<file path="config.mk">
export PLATFORM = sky130hd
export DESIGN_NAME = dma_xfer_engine
export DESIGN_NICKNAME = d
export VERILOG_FILES = /design/src/rtl/dma_xfer_engine.sv
export SDC_FILE = /design/constraint.sdc
export NUM_CORES = 1
export LEC_CHECK = 0
export BUFFER_PORTS_ARGS = -buffer_cell sky130_fd_sc_hd__buf_2
export CAP_MARGIN = 10
export CORE_ASPECT_RATIO = 1.4
export CORE_MARGIN = 10
export CORE_UTILIZATION = 55
export DETAILED_ROUTE_END_ITERATION = 6
export HOLD_SLACK_MARGIN = 0.03
export PLACE_DENSITY = 0.83
export SLEW_MARGIN = 20
export SYNTH_ARGS = -nofsm -noshare
export SYNTH_HDL_FRONTEND = slang
export SYNTH_SLANG_ARGS = --single-unit
</file>
<file path="constraint.sdc">
create_clock -name clk -period 12.55 [get_ports clk]
set_clock_uncertainty 0.05 [all_clocks]
set_input_delay 1.8825 -clock clk [delete_from_list [all_inputs] [get_ports clk]]
set_output_delay 1.8825 -clock clk [all_outputs]
set_load 0.02 [all_outputs]
</file>
<file path="src/rtl/dma_xfer_engine.sv">
// Single-channel DMA mover: streams w_count words from a read port into an
// 8-deep FIFO and drains them to a write port, with bus-error and watchdog abort.
module dma_xfer_engine (
  input  logic        clk,
  input  logic        rst_n,
  input  logic        start,
  input  logic [14:0] w_count,
  input  logic        io_mem,
  input  logic [31:0] io_addr,
  input  logic [31:0] mem_addr,
  output logic        rd_req_valid,
  input  logic        rd_req_ready,
  output logic [31:0] rd_req_addr,
  input  logic        rd_rsp_valid,
  input  logic [31:0] rd_rsp_data,
  input  logic        rd_rsp_err,
  output logic        wr_valid,
  input  logic        wr_ready,
  output logic [31:0] wr_addr,
  output logic [31:0] wr_data,
  input  logic        wr_err,
  output logic        busy,
  output logic        done,
  output logic        error,
  output logic [3:0]  state,
  output logic [7:0]  fifo_level,
  output logic [31:0] xfer_count,
  output logic [7:0]  err_code,
  output logic [15:0] err_offset
);

  localparam logic [3:0] ST_IDLE  = 4'd0;
  localparam logic [3:0] ST_XFER  = 4'd1;
  localparam logic [3:0] ST_ERROR = 4'd4;

  localparam logic [7:0] ERR_BUS     = 8'h01;
  localparam logic [7:0] ERR_TIMEOUT = 8'h02;
  localparam logic [7:0] ERR_ALIGN   = 8'h03;

  logic [3:0]  state_r, state_nxt_s;
  logic        busy_r, busy_nxt_s;
  logic        done_r, done_nxt_s;
  logic        error_r, error_nxt_s;
  logic        rd_req_valid_r, rd_valid_nxt_s;
  logic        wr_valid_r, wr_valid_nxt_s;
  logic [3:0]  level_r, level_nxt_s;
  logic [3:0]  outstanding_r, out_nxt_s;
  logic [7:0]  wd_r, wd_nxt_s;
  logic [14:0] reads_r, reads_nxt_s;
  logic [14:0] rsp_cnt_r, rsp_nxt_s;
  logic [31:0] xfer_count_r, xfer_nxt_s;
  logic [7:0]  err_code_r, err_code_nxt_s;
  logic [15:0] err_offset_r, err_off_nxt_s;
  logic [14:0] wcnt_r, wcnt_nxt_s;
  logic        io_mem_r;
  logic [31:0] io_addr_r;
  logic [31:0] mem_addr_r;
  logic [2:0]  rd_ptr_r, rd_ptr_nxt_s;
  logic [2:0]  wr_ptr_r, wr_ptr_nxt_s;
  logic [31:0] fifo_mem_r [0:7];

  logic latch_s, push_s, pop_s;
  logic rd_hs_s, wr_hs_s, rsp_take_s, activity_s;

  assign rd_hs_s    = rd_req_valid_r && rd_req_ready;
  assign wr_hs_s    = wr_valid_r && wr_ready;
  // Responses with nothing outstanding are stale (e.g. after reset) and dropped.
  assign rsp_take_s = rd_rsp_valid && (outstanding_r != 4'd0);
  assign activity_s = rd_hs_s || wr_hs_s || rsp_take_s;
  assign wcnt_nxt_s = latch_s ? w_count : wcnt_r;

  assign rd_req_addr = io_mem_r ? io_addr_r : (mem_addr_r + {15'd0, reads_r, 2'b00});
  assign wr_addr     = io_mem_r ? (mem_addr_r + {xfer_count_r[29:0], 2'b00}) : io_addr_r;
  assign wr_data     = fifo_mem_r[rd_ptr_r];

  assign rd_req_valid = rd_req_valid_r;
  assign wr_valid     = wr_valid_r;
  assign busy         = busy_r;
  assign done         = done_r;
  assign error        = error_r;
  assign state        = state_r;
  assign fifo_level   = {4'd0, level_r};
  assign xfer_count   = xfer_count_r;
  assign err_code     = err_code_r;
  assign err_offset   = err_offset_r;

  // Next-state, counter and error bookkeeping for the transfer FSM.
  always_comb begin
    state_nxt_s    = state_r;
    busy_nxt_s     = busy_r;
    done_nxt_s     = 1'b0;
    error_nxt_s    = 1'b0;
    level_nxt_s    = level_r;
    out_nxt_s      = outstanding_r;
    wd_nxt_s       = wd_r;
    reads_nxt_s    = reads_r;
    rsp_nxt_s      = rsp_cnt_r;
    xfer_nxt_s     = xfer_count_r;
    err_code_nxt_s = err_code_r;
    err_off_nxt_s  = err_offset_r;
    rd_ptr_nxt_s   = rd_ptr_r;
    wr_ptr_nxt_s   = wr_ptr_r;
    latch_s        = 1'b0;
    push_s         = 1'b0;
    pop_s          = 1'b0;
    case (state_r)
      ST_IDLE: begin
        if (start) begin
          latch_s        = 1'b1;
          xfer_nxt_s     = 32'd0;
          err_code_nxt_s = 8'd0;
          err_off_nxt_s  = 16'd0;
          reads_nxt_s    = 15'd0;
          rsp_nxt_s      = 15'd0;
          wd_nxt_s       = 8'd0;
          level_nxt_s    = 4'd0;
          out_nxt_s      = 4'd0;
          rd_ptr_nxt_s   = 3'd0;
          wr_ptr_nxt_s   = 3'd0;
          if (mem_addr[1:0] != 2'b00) begin
            state_nxt_s    = ST_ERROR;
            busy_nxt_s     = 1'b1;
            err_code_nxt_s = ERR_ALIGN;
          end else if (w_count == 15'd0) begin
            done_nxt_s = 1'b1;
          end else begin
            state_nxt_s = ST_XFER;
            busy_nxt_s  = 1'b1;
          end
        end else begin
          latch_s = 1'b0;
        end
      end
      ST_XFER: begin
        push_s       = rsp_take_s && !rd_rsp_err;
        pop_s        = wr_hs_s;
        reads_nxt_s  = reads_r + {14'd0, rd_hs_s};
        rsp_nxt_s    = rsp_cnt_r + {14'd0, rsp_take_s};
        out_nxt_s    = outstanding_r + {3'd0, rd_hs_s} - {3'd0, rsp_take_s};
        level_nxt_s  = level_r + {3'd0, push_s} - {3'd0, pop_s};
        wr_ptr_nxt_s = wr_ptr_r + {2'd0, push_s};
        rd_ptr_nxt_s = rd_ptr_r + {2'd0, pop_s};
        xfer_nxt_s   = xfer_count_r + {31'd0, wr_hs_s && !wr_err};
        wd_nxt_s     = activity_s ? 8'd0 : ((wd_r == 8'hFF) ? wd_r : (wd_r + 8'd1));
        if ((rsp_take_s && rd_rsp_err) || (wr_hs_s && wr_err)) begin
          state_nxt_s    = ST_ERROR;
          err_code_nxt_s = ERR_BUS;
          err_off_nxt_s  = (rsp_take_s && rd_rsp_err) ? {1'b0, rsp_cnt_r} : xfer_count_r[15:0];
          level_nxt_s    = 4'd0;
          rd_ptr_nxt_s   = 3'd0;
          wr_ptr_nxt_s   = 3'd0;
        end else if ((wd_r == 8'hFF) && !activity_s) begin
          state_nxt_s    = ST_ERROR;
          err_code_nxt_s = ERR_TIMEOUT;
          err_off_nxt_s  = xfer_count_r[15:0];
          level_nxt_s    = 4'd0;
          rd_ptr_nxt_s   = 3'd0;
          wr_ptr_nxt_s   = 3'd0;
        end else if (xfer_nxt_s == {17'd0, wcnt_r}) begin
          state_nxt_s = ST_IDLE;
          busy_nxt_s  = 1'b0;
          done_nxt_s  = 1'b1;
        end else begin
          state_nxt_s = ST_XFER;
        end
      end
      ST_ERROR: begin
        out_nxt_s    = outstanding_r - {3'd0, rsp_take_s};
        level_nxt_s  = 4'd0;
        rd_ptr_nxt_s = 3'd0;
        wr_ptr_nxt_s = 3'd0;
        wd_nxt_s     = 8'd0;
        if (out_nxt_s == 4'd0) begin
          state_nxt_s = ST_IDLE;
          busy_nxt_s  = 1'b0;
          error_nxt_s = 1'b1;
        end else begin
          state_nxt_s = ST_ERROR;
        end
      end
      default: begin
        state_nxt_s = ST_IDLE;
        busy_nxt_s  = 1'b0;
        level_nxt_s = 4'd0;
        out_nxt_s   = 4'd0;
      end
    endcase
  end

  // Valids are registered off next-cycle occupancy so the FIFO can never overflow.
  always_comb begin
    rd_valid_nxt_s = (state_nxt_s == ST_XFER) && (reads_nxt_s < wcnt_nxt_s) &&
                     (({1'b0, level_nxt_s} + {1'b0, out_nxt_s}) < 5'd8);
    wr_valid_nxt_s = (state_nxt_s == ST_XFER) && (level_nxt_s != 4'd0);
  end

  // Control and status registers.
  always_ff @(posedge clk or negedge rst_n) begin
    if (!rst_n) begin
      state_r        <= ST_IDLE;
      busy_r         <= 1'b0;
      done_r         <= 1'b0;
      error_r        <= 1'b0;
      rd_req_valid_r <= 1'b0;
      wr_valid_r     <= 1'b0;
      level_r        <= 4'd0;
      outstanding_r  <= 4'd0;
      wd_r           <= 8'd0;
      reads_r        <= 15'd0;
      rsp_cnt_r      <= 15'd0;
      xfer_count_r   <= 32'd0;
      err_code_r     <= 8'd0;
      err_offset_r   <= 16'd0;
      wcnt_r         <= 15'd0;
      io_mem_r       <= 1'b0;
      io_addr_r      <= 32'd0;
      mem_addr_r     <= 32'd0;
      rd_ptr_r       <= 3'd0;
      wr_ptr_r       <= 3'd0;
    end else begin
      state_r        <= state_nxt_s;
      busy_r         <= busy_nxt_s;
      done_r         <= done_nxt_s;
      error_r        <= error_nxt_s;
      rd_req_valid_r <= rd_valid_nxt_s;
      wr_valid_r     <= wr_valid_nxt_s;
      level_r        <= level_nxt_s;
      outstanding_r  <= out_nxt_s;
      wd_r           <= wd_nxt_s;
      reads_r        <= reads_nxt_s;
      rsp_cnt_r      <= rsp_nxt_s;
      xfer_count_r   <= xfer_nxt_s;
      err_code_r     <= err_code_nxt_s;
      err_offset_r   <= err_off_nxt_s;
      wcnt_r         <= wcnt_nxt_s;
      rd_ptr_r       <= rd_ptr_nxt_s;
      wr_ptr_r       <= wr_ptr_nxt_s;
      if (latch_s) begin
        io_mem_r   <= io_mem;
        io_addr_r  <= io_addr;
        mem_addr_r <= mem_addr;
      end
    end
  end

  // FIFO storage; contents are don't-care until written, so no reset.
  always_ff @(posedge clk) begin
    if (push_s) begin
      fifo_mem_r[wr_ptr_r] <= rd_rsp_data;
    end
  end

endmodule

</file>
=== Yosys cells after proc, flatten, opt, wreduce, memory -nomap -nowiden ===
Memory sizes are Yosys's and may differ from the RTL's.
Cells that the tools add are included.

* Register bits: 197
* Memory bits (writable): 256
* Bits of input ports: 120
* Output and inout bits: 169
* Memories: 1

* Add/subtract/negate cells: 14
* Magnitude comparators: 2
* Equal/unequal tests: 13
* Multiplexer cells: 66
* Reduce and logical (&&, ||, !) cells: 30

{| class="wikitable"
|+ Memories
! name !! depth !! width !! rd ports !! clocked after Yosys merged registers in !! wr ports !! line !! RTL
|-
| fifo_mem_r || 8 || 32 || 1 || 0 || 1 || 60 || <nowiki>logic [31:0] fifo_mem_r [0:7];</nowiki>
|}

{| class="wikitable"
|+ Operator list
! cell !! number
|-
| $mux W32 || 3
|-
| $mux W16 || 4
|-
| $pmux W32 S2 || 1
|-
| $pmux W15 S2 || 2
|-
| $mux W8 || 6
|-
| $mux W15 || 3
|-
| $add A32 B1 Y32 || 1
|-
| $add A32 B17 Y32 || 1
|-
| $add A32 B32 Y32 || 1
|-
| $eq A32 B15 Y1 || 1
|-
| $pmux W16 S2 || 1
|-
| $add A15 B1 Y15 || 2
|-
| $mux W4 || 7
|-
| $mux W3 || 8
|-
| $pmux W4 S3 || 2
|-
| $pmux W8 S3 || 1
|-
| $mux W1 || 21
|-
| $pmux W3 S3 || 2
|-
| $pmux W8 S2 || 1
|-
| $logic_not A15 Y1 || 1
|-
| $lt A15 B15 Y1 || 1
|-
| $sub A4 B1 Y4 || 3
|-
| $logic_and A1 B1 Y1 || 11
|-
| $ne A2 B2 Y1 const B || 5
|-
| other kinds (22) || 36
|}

=== Longest topological paths before layout ===
* Word-level depth: 11
* Gate-level depth with buffers: 19
* Gate-level depth less buffers: 19

=== Worst setup path before layout ===
OpenSTA, ideal clock, no wires.

* Path kind: input -> register
* Start: input rd_rsp_valid
* End: memory fifo_mem_r[0][0], enable pin
* Data arrival time: 4.758 ns
* Data required time: 12.039 ns
* Slack: 7.281 ns
* Cell stages on the path: 5
* Cell sequence: o31ai_1 -> nor2_1 -> inv_1 -> or3_1 -> nor3_1

* Cells in the longest elaborated chain, start to end: 5

{| class="wikitable"
|+ Ends and longest elaborated chain
! what !! line !! RTL
|-
| start: declaration || 14 || <nowiki>input logic rd_rsp_valid,</nowiki>
|-
| $logic_and A1 B1 Y1 || 68 || <nowiki>assign rsp_take_s = rd_rsp_valid && (outstanding_r != 4'd0);</nowiki>
|-
| $logic_and A1 B1 Y1 || 135 || <nowiki>push_s = rsp_take_s && !rd_rsp_err;</nowiki>
|-
| $mux W1 || 106 || <nowiki>case (state_r)</nowiki>
|-
| $mux W1 || 248 || <nowiki>if (push_s) begin</nowiki>
|-
| $mux W1 (implied by the code) || 249 || <nowiki>fifo_mem_r[wr_ptr_r] <= rd_rsp_data;</nowiki>
|-
| end: declaration || 60 ||
|}

Every way passes these cells.

=== Worst setup path in the final report ===
* Start: register reads_r[1]
* End: output rd_req_addr[26]

* Cells in the longest elaborated chain, start to end: 2

{| class="wikitable"
|+ Ends and longest elaborated chain
! what !! line !! RTL
|-
| start: declaration || 49 || <nowiki>logic [14:0] reads_r, reads_nxt_s;</nowiki>
|-
| start signal: assignment || 230 || <nowiki>reads_r <= reads_nxt_s;</nowiki>
|-
| $add A32 B17 Y32 || 72 || <nowiki>assign rd_req_addr = io_mem_r ? io_addr_r : (mem_addr_r + {15'd0, reads_r, 2'b00});</nowiki>
|-
| $mux W32 || 72 ||
|-
| end: declaration || 13 || <nowiki>output logic [31:0] rd_req_addr,</nowiki>
|}

Every way passes these cells.

==> results by group <==
Status
  – Status: finished with violations
  – Failing checks: design-rule violations

Drt
  – DR WL/cell: 24.1 µm
  – Vias per std cell: ~6.1
  – 1st-iter DRT viols: about 1400
  – DR pass1 iterations: 7
  – Post-Route WL: roughly 66000 µm
  – Final ANT Viol Nets: 0
  – DRC: 2
  – Vias: roughly 17000

CTS
  – Post CTS Setup Buffer Count: 0
  – CTS resizes: 0
  – Root Driver: clkbuf_16
  – CTS tree: done
  – CTS HTree Levels: 2
  – CTS buffer count: 43
  – CTS Buffer Depth: 3
  – Clk Latency, worst-skew pair: around 0.58 ns
  – Clock transition at path regs: ~0.060 ns
  – Sinks on Clock Net: around 450
  – Hold-fix buffer count after cts: 0

Cells and area
  – Layout area overhead: 15.2%
  – Final core occ: between 60 and 70%
  – # nets final: 2379
  – Layout cells sized above 1: between 20 and 25%
  – Final Instance Count excl. Fillers: 2744
  – # fillers: between 3000 and 4000

Die
  – Die Width: 191 µm
  – Starting Density: ~56%
  – Die area: 49800 µm²
  – Chip height: around 260 µm
  – CORE AREA: 40500 µm²
  – Row count: just under 90
  – I/O pin cnt: around 290

Yosys
  – Post-synth top area share: between 30 and 40%
  – Yosys top cell by area: edfxtp_1
  – Yosys warns: 0
  – Sequential-to-total area share from yosys stat: about 55%
  – Multiplexer share of the synthesized area: a little over a tenth
  – Post-Synthesis Mean Instance Area: about 12 µm²
  – EDFF count, synth: approximately 260
  – Post-Syn Instances: around 1900
  – Mapped Area: about 23000 µm²
  – Synth Area in Compound Gates: 10.1%
  – Adder-cell share of the synthesized area: 5.00%
  – Ys flop type: edfxtp_1
  – Top cells by area, synth: edfxtp_1 (34%), dfrtp_1 (21%), mux4_2 (6.4%), nand2_1 (5.4%), ha_1 (4.6%)
  – Main combinational cell family by area after synthesis: simple AND/OR/NAND/NOR gates
  – Simple-gate share of the synthesized area: around 13%
  – Unique masters post-synth: 79
  – Flops & latches, synth: about 450
  – Ys async rst share: around 43%
  – Synth Area in XOR/XNOR: 3.48%

Setup path
  – R2R setup slack: 8.10 ns
  – Worst Setup End Kind: output pin
  – Arr. time, crit path: between 3 and 4 ns
  – CP max FO: 7
  – Worst r2r path cells: 14
  – Capturing point of the worst reg2reg path: rd_req_valid
  – CP Class: reg -> out
  – Required time worst endpoint: between 10 and 15 ns
  – Worst setup SP type: register
  – Worst R2R Start: state[1]

STA
  – Final setup vio count: 0
  – Final hold vios: 0
  – Max-slew headroom: around 30%
  – Final WS setup: 6.69 ns
  – RSZ-0062 raised after global routing: no
  – Min Clock Period, post-route: just under 6 ns
  – Max frequency: approximately 170 MHz
  – Pins Over Slew Limit: 0
  – Final setup TNS: 0 ns
  – Worst slew pin tran: 1.05 ns
  – Final worst-path cycle share: between 40 and 50%

Global routing
  – Total grt overflow: 0
  – First-pass GRT wire length: approximately 100000 µm
  – Vias in the first global route: ~17000
  – Largest net degree at the start of global routing: 95
  – Initial antenna violation count: 4
  – Total track usage: a little over a quarter

Placed design
  – Placed Cells: roughly 2700
  – Port Buf Inserts: ~280
  – Routability cong.: 0.979
  – DP HPWL: 46200 µm
  – Pre-CTS setup slack: a little over 7 ns

Power and ir drop
  – Leak pwr: roughly 0.011 µW
  – Power per cell area: 135 nW/µm²
  – VDD IR max: approximately 0.13 mV

Min path
  – Hold path endpoint: err_offset[4]
  – Hold WC Path Type: reg -> reg
  – Worst hold path depth: 2
  – Min-delay src: err_offset[4]

Run
  – MaxCap Viol Count: 0
cells by family after synthesis:
| family | after synthesis |
|---|---|
| other cells | 1 |
| mux | 159 |
| compound gates | 364 |
| flops | 447 |
| xor+xnor | 90 |
| simple gates | 614 |
| buf+inv | 150 |
| fa+ha+maj | 88 |
through the flow:
stage / area (µm²) / hold WS (ns) / total power [µW]
3_3_place_gp: 24600 / 0.412 / 2160
2_1_floorplan: 22700 / 0.406 / 1980
3_5_place_dp: 24600 / 0.416 / 2170
6_report: 26100 / 0.424 / 3520
5_1_grt: 26100 / 0.448 / 3640
4_1_cts: 26100 / 0.430 / 3540
synthesized netlist by cell type, types with 38 or more instances:
| cell | instances |
|---|---|
| nor2_1 | 95 |
| ha_1 | 84 |
| nand2_1 | 326 |
| o21ai_0 | 147 |
| clkbuf_1 | 65 |
| dfrtp_1 | 191 |
| mux2_2 | 60 |
| nand3_1 | 43 |
| a21oi_1 | 58 |
| edfxtp_1 | 256 |
| xnor2_1 | 52 |
| inv_1 | 53 |
| mux4_2 | 64 |
| xor2_1 | 38 |
power by group:
| part | internal, µW | total, µW | leakage, µW | switching (µW) |
|---|---|---|---|---|
| logic | 173 | 478 | 0.00548 | 305 |
| registers | 1610 | 1670 | 0.00482 | 60.1 |
| clock network | 792 | 1380 | 0.000740 | 584 |
| total | 2570 | 3520 | 0.0110 | 949 |
routing by layer:
metal	vias up	GRT usage (%)	part of all wire, %
li1	7560	-	-
met1	8310	29.2	35
met2	773	46.5	52
met3	189	4.71	6.6
met4	2	16.6	6.7
met5	-	0	0.026
layout make-up:
| cell class | instances | area [µm²] | share of cell area (%) |
|---|---|---|---|
| Multi-Input combinational cell | 1327 | 9650 | 37.0 |
| Inverter | 53 | 199 | 0.763 |
| Sequential cell | 447 | 12500 | 47.8 |
| Antenna cell | 4 | 10.0 | 0.0384 |
| Clock inverter | 29 | 350 | 1.34 |
| Clock buffer | 51 | 1160 | 4.43 |
| Tap cell | 534 | 668 | 2.56 |
| Timing Repair Buffer | 299 | 1560 | 5.98 |
cell usage in the layout, fill, tap and decap left out, types with 52 or more instances in the layout:
master	instances
nand2_1	325
buf_2	277
edfxtp_1	256
dfrtp_1	188
o21ai_0	147
nor2_1	89
ha_1	84
mux4_2	64
mux2_2	60
a21oi_1	58
inv_1	53
xnor2_1	52
state kept, by name, summed over array words and instances (netlist names):
signal	flops
fifo_mem_r	256
io_addr_r	32
mem_addr_r	32
xfer_count	32
err_offset	16
reads_r	15
rsp_cnt_r	15
wcnt_r	15
wd_r	8
level_r	4
outstanding_r	4
state	4
rd_ptr_r	3
wr_ptr_r	3
err_code	2
busy	1
done	1
error	1
io_mem_r	1
rd_req_valid	1
wr_valid	1
worst max path at each step:
stage | slack [ns] | cells past startpoint | startpoint | endpoint
2_1_floorplan | 7.28 | 5 | rd_rsp_valid | fifo_mem_r[0][0]
3_3_place_gp | 7.14 | 14 | start | rd_req_valid
3_5_place_dp | 7.10 | 14 | start | rd_req_valid
4_1_cts | 6.80 | 13 | xfer_count[0] | wr_addr[30]
5_1_grt | 6.54 | 11 | xfer_count[14] | wr_addr[31]
6_report | 6.69 | 12 | reads_r[1] | rd_req_addr[26]
critical path, cell delays in order (launching register included):
cell	delay, ns
dfrtp_1	0.51
inv_1	0.11
fa_1	0.50
nor2b_1	0.15
o21a_1	0.15
o21ai_0	0.15
a211oi_1	0.39
o311a_1	0.24
a211o_1	0.27
nand3_1	0.13
xor2_1	0.16
o21ai_0	0.33
buf_2	0.25
No activity file was read; power rests on OpenSTA's default activity.
